[src/rtl/onehot_entry_pkg.sv]
// Shared types and constants for the one-hot digit entry block.
// Segment patterns are active-low, ordered gfedcba.
package onehot_entry_pkg;

    localparam int unsigned CODE_W = 4;
    localparam int unsigned SEG_W  = 7;

    localparam logic [SEG_W-1:0] SEG_BLANK = 7'h7F;

    typedef enum logic [1:0] {
        IDLE   = 2'd0,
        COMMIT = 2'd1,
        HELD   = 2'd2,
        ERR    = 2'd3
    } entry_state_t;

    localparam logic [SEG_W-1:0] SEG_LUT [16] = '{
        7'b1000000, 7'b1111001, 7'b0100100, 7'b0110000,
        7'b0011001, 7'b0010010, 7'b0000010, 7'b1111000,
        7'b0000000, 7'b0010000, 7'b0001000, 7'b0000011,
        7'b1000110, 7'b0100001, 7'b0000110, 7'b0001110
    };

    // Lowest set bit wins; an all-zero pattern encodes as 0.
    function automatic logic [CODE_W-1:0] lowest_index(input logic [15:0] pat);
        logic [CODE_W-1:0] idx;
        idx = '0;
        for (int i = 15; i >= 0; i--) begin
            if (pat[i]) idx = CODE_W'(i);
        end
        return idx;
    endfunction

    function automatic logic is_multi(input logic [15:0] pat);
        return (pat & (pat - 16'd1)) != 16'd0;
    endfunction

endpackage

[src/rtl/seg7_digit.sv]
// Combinational 4-bit code to active-low 7-segment lookup with blanking.
module seg7_digit
    import onehot_entry_pkg::*;
(
    input  logic [CODE_W-1:0] value,
    input  logic              blank,
    output logic [SEG_W-1:0]  seg_c
);

    always_comb begin
        seg_c = blank ? SEG_BLANK : SEG_LUT[value];
    end

endmodule

[src/rtl/onehot_digit_entry.sv]
// Debounced one-hot switch entry: commits one digit per press into a shift
// register and drives HEX. Define ONEHOT_ENTRY_BLANK_EMPTY_EN to blank empty digits.
module onehot_digit_entry
    import onehot_entry_pkg::*;
#(
    parameter int unsigned N_IN            = 10,
    parameter int unsigned N_DIGITS        = 4,
    parameter int unsigned DEBOUNCE_CYCLES = 50000
) (
    input  logic                         CLOCK_50,
    input  logic                         reset,
    input  logic [N_IN-1:0]              SW,
    input  logic                         clear,
    output logic [CODE_W-1:0]            code,
    output logic                         code_valid,
    output logic                         multi_err,
    output logic [CODE_W*N_DIGITS-1:0]   digits,
    output logic [SEG_W*N_DIGITS-1:0]    HEX
);

    localparam int unsigned CNT_W = $clog2(DEBOUNCE_CYCLES);
    localparam logic [CNT_W-1:0] CNT_MAX = CNT_W'(DEBOUNCE_CYCLES - 1);

`ifdef ONEHOT_ENTRY_BLANK_EMPTY_EN
    localparam logic [SEG_W-1:0] EMPTY_SEG = SEG_BLANK;
`else
    localparam logic [SEG_W-1:0] EMPTY_SEG = SEG_LUT[0];
`endif

    logic [N_IN-1:0]   sw_meta;
    logic [N_IN-1:0]   sw_sync;
    logic [N_IN-1:0]   sw_prev;
    logic [CNT_W-1:0]  cnt;

    entry_state_t      state;
    entry_state_t      state_nx;
    logic              commit_c;

    logic [15:0]       pat_c;
    logic              stable_c;
    logic              pat_zero_c;
    logic              pat_multi_c;
    logic [CODE_W-1:0] idx_c;

    logic [CODE_W-1:0] dig_q  [N_DIGITS];
    logic [CODE_W-1:0] dig_nx [N_DIGITS];
    logic [N_DIGITS-1:0]       blank_c;
    logic [SEG_W*N_DIGITS-1:0] hex_c;

    // Two-flop synchronizer followed by a saturating stability counter.
    always_ff @(posedge CLOCK_50) begin
        if (reset) begin
            sw_meta <= '0;
            sw_sync <= '0;
            sw_prev <= '0;
            cnt     <= '0;
        end else begin
            sw_meta <= SW;
            sw_sync <= sw_meta;
            sw_prev <= sw_sync;
            if (sw_sync != sw_prev) begin
                cnt <= '0;
            end else if (cnt != CNT_MAX) begin
                cnt <= cnt + CNT_W'(1);
            end
        end
    end

    always_comb begin
        pat_c       = 16'(sw_prev);
        stable_c    = (cnt == CNT_MAX);
        pat_zero_c  = (pat_c == 16'd0);
        pat_multi_c = is_multi(pat_c);
        idx_c       = lowest_index(pat_c);
    end

    always_ff @(posedge CLOCK_50) begin
        if (reset) begin
            state <= IDLE;
        end else begin
            state <= state_nx;
        end
    end

    // A new digit is accepted only from IDLE; HELD waits for a full release.
    always_comb begin
        state_nx = state;
        commit_c = 1'b0;
        case (state)
            IDLE: begin
                if (stable_c && pat_multi_c) begin
                    state_nx = ERR;
                end else if (stable_c && !pat_zero_c) begin
                    state_nx = COMMIT;
                    commit_c = 1'b1;
                end
            end
            COMMIT: state_nx = HELD;
            HELD: begin
                if (stable_c && pat_zero_c) begin
                    state_nx = IDLE;
                end else if (stable_c && pat_multi_c) begin
                    state_nx = ERR;
                end
            end
            ERR: begin
                if (stable_c && pat_zero_c) state_nx = IDLE;
            end
            default: state_nx = IDLE;
        endcase
    end

    // Clear applies before the shift, so a coincident commit lands in an empty register.
    always_comb begin
        for (int i = 0; i < N_DIGITS; i++) begin
            dig_nx[i] = clear ? '0 : dig_q[i];
        end
        if (commit_c) begin
            for (int i = N_DIGITS - 1; i > 0; i--) begin
                dig_nx[i] = clear ? '0 : dig_q[i-1];
            end
            dig_nx[0] = idx_c;
        end
    end

    always_ff @(posedge CLOCK_50) begin
        if (reset) begin
            code       <= '0;
            code_valid <= 1'b0;
            multi_err  <= 1'b0;
            dig_q      <= '{default: '0};
            HEX        <= {N_DIGITS{EMPTY_SEG}};
        end else begin
            code_valid <= commit_c;
            multi_err  <= (state_nx == ERR);
            if (commit_c) code <= idx_c;
            dig_q      <= dig_nx;
            HEX        <= hex_c;
        end
    end

`ifdef ONEHOT_ENTRY_BLANK_EMPTY_EN
    logic [N_DIGITS-1:0] loaded_q;
    logic [N_DIGITS-1:0] loaded_nx;

    // Loaded flags track which digits hold a committed value.
    always_comb begin
        loaded_nx = clear ? '0 : loaded_q;
        if (commit_c) begin
            for (int i = N_DIGITS - 1; i > 0; i--) begin
                loaded_nx[i] = clear ? 1'b0 : loaded_q[i-1];
            end
            loaded_nx[0] = 1'b1;
        end
    end

    always_ff @(posedge CLOCK_50) begin
        if (reset) begin
            loaded_q <= '0;
        end else begin
            loaded_q <= loaded_nx;
        end
    end

    always_comb begin
        blank_c = ~loaded_q;
    end
`else
    always_comb begin
        blank_c = '0;
    end
`endif

    always_comb begin
        for (int i = 0; i < N_DIGITS; i++) begin
            digits[i*CODE_W +: CODE_W] = dig_q[i];
        end
    end

    for (genvar g = 0; g < N_DIGITS; g++) begin : g_seg
        seg7_digit u_seg (
            .value (dig_q[g]),
            .blank (blank_c[g]),
            .seg_c (hex_c[g*SEG_W +: SEG_W])
        );
    end

endmodule

[config.mk]
export PLATFORM = sky130hd
export DESIGN_NAME = onehot_digit_entry
export DESIGN_NICKNAME = d
export VERILOG_FILES = /design/src/rtl/onehot_entry_pkg.sv /design/src/rtl/seg7_digit.sv /design/src/rtl/onehot_digit_entry.sv
export SDC_FILE = /design/constraint.sdc
export NUM_CORES = 1
export LEC_CHECK = 0
export CAP_MARGIN = 15
export CORE_MARGIN = 4
export CORE_UTILIZATION = 52
export DETAILED_ROUTE_END_ITERATION = 10
export PLACE_DENSITY = 0.76
export SKIP_CTS_REPAIR_TIMING = 1
export SYNTH_ARGS = -nofsm -noshare
export SYNTH_HDL_FRONTEND = slang
export SYNTH_HIERARCHICAL = 1
export SYNTH_SLANG_ARGS = --single-unit
[constraint.sdc]
create_clock -name CLOCK_50 -period 3.1 [get_ports CLOCK_50]
set_input_delay 0.31 -clock CLOCK_50 [delete_from_list [all_inputs] [get_ports CLOCK_50]]
set_output_delay 0.31 -clock CLOCK_50 [all_outputs]
set_load 0.05 [all_outputs]
==> reports/summary.txt, run 1 <==
Post-synth EDFFs: 0
Port Buf Inserts: 62
Cell Pwr Density: 425 nW/um2
Sequential area share after synthesis: 0.422
Synthesized area per cell: 9.61 um2
CP Buf/Inv Count: 1
Fill count: 719
Initial Utilization: 0.533
Crit end category: register
CP delay by family, top: compound AO/OA/AOI/OAI gates
DR pass1 iterations: 4
#FFs+latches synth: 98
Crit Path Class: reg -> reg
Met1 Use GR: 0.223
Crit path required time: 3.40 ns
Root buffer cell: clkbuf_8
RSZ-0062 raised after global routing: false
Global-route wire length before repair: 14900 um
Synth-to-Final Area Change: 19.7%
Fraction of registers with async set/reset: 0
Max Slew Vio Count: 0
Synth Warn #: 6
Top post-synthesis cells by count: 98 x dfxtp_1, 59 x nor2b_1, 31 x nor2_1
Final nets: 600
Final setup fails: 0
Gpl congestion: 0.877
Routed Antenna Nets: 0
Worst vdd ir: 309 uV
CP Max Fanout: 11
Met2 Use GR: 0.290
Core area: 8720 um2
Number of core rows: 34
Yosys cell types: 54
GR Util met3: 0.0359
CTS max path bufs: 2
Status: finished, final reports clean
Fin. Hold Viols: 0
Total Routing Usage GR: 0.175
IO Pins: 63
Pin count of the biggest net entering global routing: 47
Clk slew on worst S/H paths: 0.10 ns
Die Wd: 103 um
Die height: 103 um
Worst setup SP type: register
1st-iter DRT viols: 117
CTS sink count: 98
TritonCTS clock tree: built
Final min period: 2.38 ns
Top-count cell post-synth: dfxtp_1
Share of cells above drive strength 1: 0.0639
Ant diodes: 0
Clk Latency, worst-skew pair: 0.36 ns
Remaining Overflow, GRT: 0
HP Class: in -> reg
H-tree depth: 3
FMAX: 420 MHz
Largest cells by area after synthesis: dfxtp_1 42%, nor2b_1 7.9%, ha_1 7.8%
Yosys top cell area share: 0.422
Post-Syn Instances: 484
Initial antenna violation count: 0
TritonCTS Buffers: 9
Most used DFF post-synth: dfxtp_1
Cell taking the most area after synthesis: dfxtp_1
Final worst path period share: 0.768
Fin Setup TNS: 0 ns
Worst Max-Slew Pin Slew: 0.644 ns
Die area: 10500 um2
Vias in the first global route: 3266
CP cell instances: ha_1 -> nand4b_1 -> nor4_1 -> buf_4 -> nand3_1 -> a2111oi_0 -> a31o_1
Placed wire-length estimate: 6370 um
DR DRC count: 0
Slowest CP cell: a2111oi_0
Final Total Pwr: 2.37 mW
Max-slew headroom: 0.560
Post-Syn Area: 4650 um2
MaxCap Viol Count: 0
P_leak: 2.17 nW
Wirelength per Cell: 13.2 um
DR vias/cell: 5.23
Vias: 3512
Busiest grt layer: met2
Final wirelength: 8840 um
Arrival @ worst endpoint: 2.68 ns
Clock skew: 0.0117 ns
Slowest cell delay on critical path: 0.61 ns
[layout by cell type, fill, tap and decap left out, types with 5 or more instances in the layout]
cell / synthesis / layout
a31oi_1: 5 / 5
a32oi_1: 5 / 5
clkbuf_8: 0 / 9
o21ai_0: 10 / 10
ha_1: 29 / 29
nor2b_1: 59 / 59
conb_1: 1 / 22
a211o_1: 5 / 5
dfxtp_1: 98 / 98
nand2b_1: 9 / 9
inv_1: 22 / 22
or2_2: 7 / 7
and3_1: 5 / 5
mux2i_1: 23 / 23
mux2_1: 6 / 6
xor2_1: 18 / 18
a31o_1: 8 / 8
nand2_1: 30 / 30
nor2_1: 31 / 31
nor3_1: 13 / 13
clkdlybuf4s50_1: 0 / 61
nand4_1: 5 / 5
a21oi_1: 8 / 8
nand3_1: 8 / 8
[through the flow]
| step | setup slack (ns) | cell area [um2] | instances | util | hold WS [ns] |
|---|---|---|---|---|---|
| 6_report | 0.720 | 5570 | 671 | 0.638 | 0.350 |
| 5_1_grt | 0.556 | 5570 | 671 | 0.638 | 0.369 |
| 4_1_cts | 0.728 | 5570 | 671 | 0.638 | 0.338 |
| 3_5_place_dp | 0.749 | 5360 | 655 | 0.614 | 0.422 |
| 3_3_place_gp | 0.964 | 5360 | 655 | 0.614 | 0.418 |
| 2_1_floorplan | 0.982 | 4730 | 505 | - | 0.414 |
[worst register-to-register path, delay by kind of cell (launching register included)]
kind,cells,cell delay (ns)
compound gates,2,0.78
simple gates,3,0.67
flops,1,0.40
buf+inv,1,0.24
fa+ha+maj,1,0.23
[metal layers]
metal / vias to the layer above / routed length, um
met5: - / 0
met4: 0 / 167
met2: 78 / 4110
li1: 1797 / -
met3: 17 / 445
met1: 1620 / 4120
[final cells by class]
| class | count | area, um2 | share of cell area |
|---|---|---|---|
| multi-input combinational | 362 | 2540 | 0.456 |
| sequential | 98 | 1960 | 0.353 |
| timing repair buffer | 65 | 638 | 0.115 |
| tap | 108 | 135 | 0.0243 |
| clock buffer | 9 | 124 | 0.0223 |
| clock inverter | 7 | 83.8 | 0.0151 |
| inverter | 22 | 82.6 | 0.0148 |
[cells by family (layout without fill, tap and decap cells)]
family,count (synthesis),count (layout),synth area share
buf+inv,45,103,0.0487
other cells,1,22,0.000807
fa+ha+maj,31,31,0.0823
compound gates,65,65,0.110
mux,29,29,0.0640
flops,98,98,0.422
xor+xnor,22,22,0.0414
simple gates,193,193,0.231
[state kept, by name (all words and copies together) (netlist names)]
name and count:
cnt 16, multi_err 1, code_valid 1, code 4, HEX 28, sw_meta 10
sw_prev 10, sw_sync 10, digits 16, state 2
[power by group]
part	switching [mW]	internal (mW)
sequential	0.0155	1.29
combinational	0.124	0.0851
clock	0.465	0.387
[final timing paths]
kind                   start    endpoint  slack (ns)  cells past startpoint
hold / removal         reset     HEX[18]        0.35                      2
hold reg to reg   sw_meta[6]  sw_sync[6]        0.44                      1
setup / recovery      cnt[0]     code[0]        0.72                      7
setup reg to reg      cnt[0]     code[0]        0.72                      7
Note: power is estimated with default switching activity, not from simulation.
==> run 2: changes to the inputs <==
- clock period: 3.1 -> 2.4 ns (I/O delays scaled with it)
==> run 2 against run 1 <==
Compared with the run above:
- sequential power increased by 29%
- worst setup slack got worse by 0.59 ns
- via count increased by 0.23%
- non-clock buffer count increased by 6
- clock power increased by 26%
- global-route usage increased by 0.40 points
- die area unchanged
- largest cell class unchanged
- flip-flop and latch count unchanged
==> reports/summary.txt, run 2 (synthesis results as in run 1) <==
Pin count of the biggest net entering global routing: 47 (unchanged)
Worst setup SP type: register
Final worst path period share: 0.946 (+0.179)
Worst Max-Slew Pin Slew: 0.648 ns (+0.00421 ns)
Fin Setup TNS: 0 ns (unchanged)
Final setup fails: 0 (unchanged)
Final min period: 2.27 ns (-0.109 ns)
Clock skew: 0.0119 ns (+0.000210 ns)
Status: finished, final reports clean
Crit Path Class: reg -> reg
Die area: 10500 um2 (unchanged)
Placed wire-length estimate: 6530 um (+2.6%)
Number of core rows: 34 (unchanged)
Synth-to-Final Area Change: 20.6%
CTS sink count: 98 (unchanged)
Cell Pwr Density: 540 nW/um2 (+27%)
DR DRC count: 0 (unchanged)
H-tree depth: 3 (unchanged)
Remaining Overflow, GRT: 0 (unchanged)
DR vias/cell: 5.20 (-0.66%)
HP Class: in -> reg
Crit end category: register
Initial Utilization: 0.533 (unchanged)
Final wirelength: 9150 um (+3.5%)
Initial antenna violation count: 0 (unchanged)
Max-slew headroom: 0.567 (+0.00708)
FMAX: 440 MHz (+4.8%)
Wirelength per Cell: 13.5 um (+2.6%)
1st-iter DRT viols: 151 (+29%)
Die height: 103 um (unchanged)
P_leak: 2.21 nW (+1.5%)
Die Wd: 103 um (unchanged)
Top reg by flops: HEX
Ant diodes: 0 (unchanged)
Max Slew Vio Count: 0 (unchanged)
Final core occ: 0.643 (+0.00502)
Arrival @ worst endpoint: 2.56 ns (-0.12 ns)
Worst vdd ir: 370 uV (+20%)
TritonCTS clock tree: built
Clk slew on worst S/H paths: 0.11 ns (about the same)
TritonCTS Buffers: 9 (unchanged)
Clk Latency, worst-skew pair: 0.37 ns (about the same)
DR pass1 iterations: 4 (unchanged)
Final nets: 606 (+1.0%)
Core area: 8720 um2 (unchanged)
Global-route wire length before repair: 15200 um (+1.7%)
Root buffer cell: clkbuf_8
Vias in the first global route: 3281 (+0.46%)
Vias: 3520 (+0.23%)
Share of cells above drive strength 1: 0.0738 (+0.00987)
Max reg flops: 28 (unchanged)
Total Routing Usage GR: 0.179 (+0.00398)
Port Buf Inserts: 62 (unchanged)
CP Max Fanout: 20 (+9)
Fin. Hold Viols: 0 (unchanged)
MaxCap Viol Count: 0 (unchanged)
Gpl congestion: 0.844 (-3.8%)
Commonest non-fill, non-tap cell in the layout: dfxtp_1
Routed Antenna Nets: 0 (unchanged)
Crit path required time: 2.69 ns (-0.71 ns)
IO Pins: 63 (unchanged)
Leading cell types in the layout, fill and taps excluded: 98 x dfxtp_1, 61 x clkdlybuf4s50_1, 59 x nor2b_1
RSZ-0062 raised after global routing: false
CTS max path bufs: 2 (unchanged)
-- run 2: cell count changes in the layout (fill, tap and decap cells not counted) --
cell,delta
clkinvlp_4,-1
inv_8,+1
a2111oi_0,-1
clkinv_8,+2
a2111oi_1,+1
bufinv_16,-1
inv_6,-1
buf_4,+6
-- run 2: area by class of cell --
type	count	area [um2]
clock buffers	9	124
inverters	22	82.6
fillers	725	3110
clock inverters	7	81.3
repair buffers	71	683
multi-input cells	362	2540
well taps	108	135
flip-flops and latches	98	1960
-- run 2: final timing paths --
| path | startpoint | to | slack [ns] | depth (start not counted) |
|---|---|---|---|---|
| setup / recovery | sw_prev[0] | digits[13] | 0.13 | 5 |
| hold / removal | reset | HEX[24] | 0.33 | 3 |
| setup reg to reg | sw_prev[0] | digits[13] | 0.13 | 5 |
| hold reg to reg | sw_meta[8] | sw_sync[8] | 0.45 | 1 |
-- run 2: metrics by stage --
step / setup WS, ns / area [um2] / hold WS, ns / instances / power, mW
finish: 0.129 / 5610 / 0.333 / 677 / 3.03
global route: 0.0254 / 5610 / 0.339 / 677 / 3.15
CTS: 0.135 / 5610 / 0.316 / 677 / 3.06
detailed placement: 0.181 / 5400 / 0.420 / 661 / 2.00
global placement: 0.255 / 5400 / 0.418 / 661 / 1.99
floorplan: 0.282 / 4730 / 0.368 / 505 / 1.91
-- run 2: per-layer routing --
metal | wire, um | GRT usage | share of wire | vias up
met4 | 91 | 0.0585 | 0.0099 | 0
met2 | 4340 | 0.298 | 0.47 | 77
met5 | 0 | 0 | 0 | -
li1 | - | - | - | 1814
met3 | 424 | 0.0440 | 0.046 | 8
met1 | 4300 | 0.229 | 0.47 | 1621
-- run 2: power by group --
part	switching (mW)	internal, mW	total [mW]	leakage [nW]
Combinational	0.162	0.111	0.273	1.30
Sequential	0.0203	1.67	1.69	0.801
Clock	0.649	0.416	1.07	0.103
Total	0.831	2.20	3.03	2.21
-- run 2: worst max-delay path, stage by stage, from the launching register on --
cell and delay [ns]:
dfxtp_1 0.37, or4_4 0.59, or4_4 0.54, nand3_1 0.14, or2_4 0.32, mux2i_1 0.23
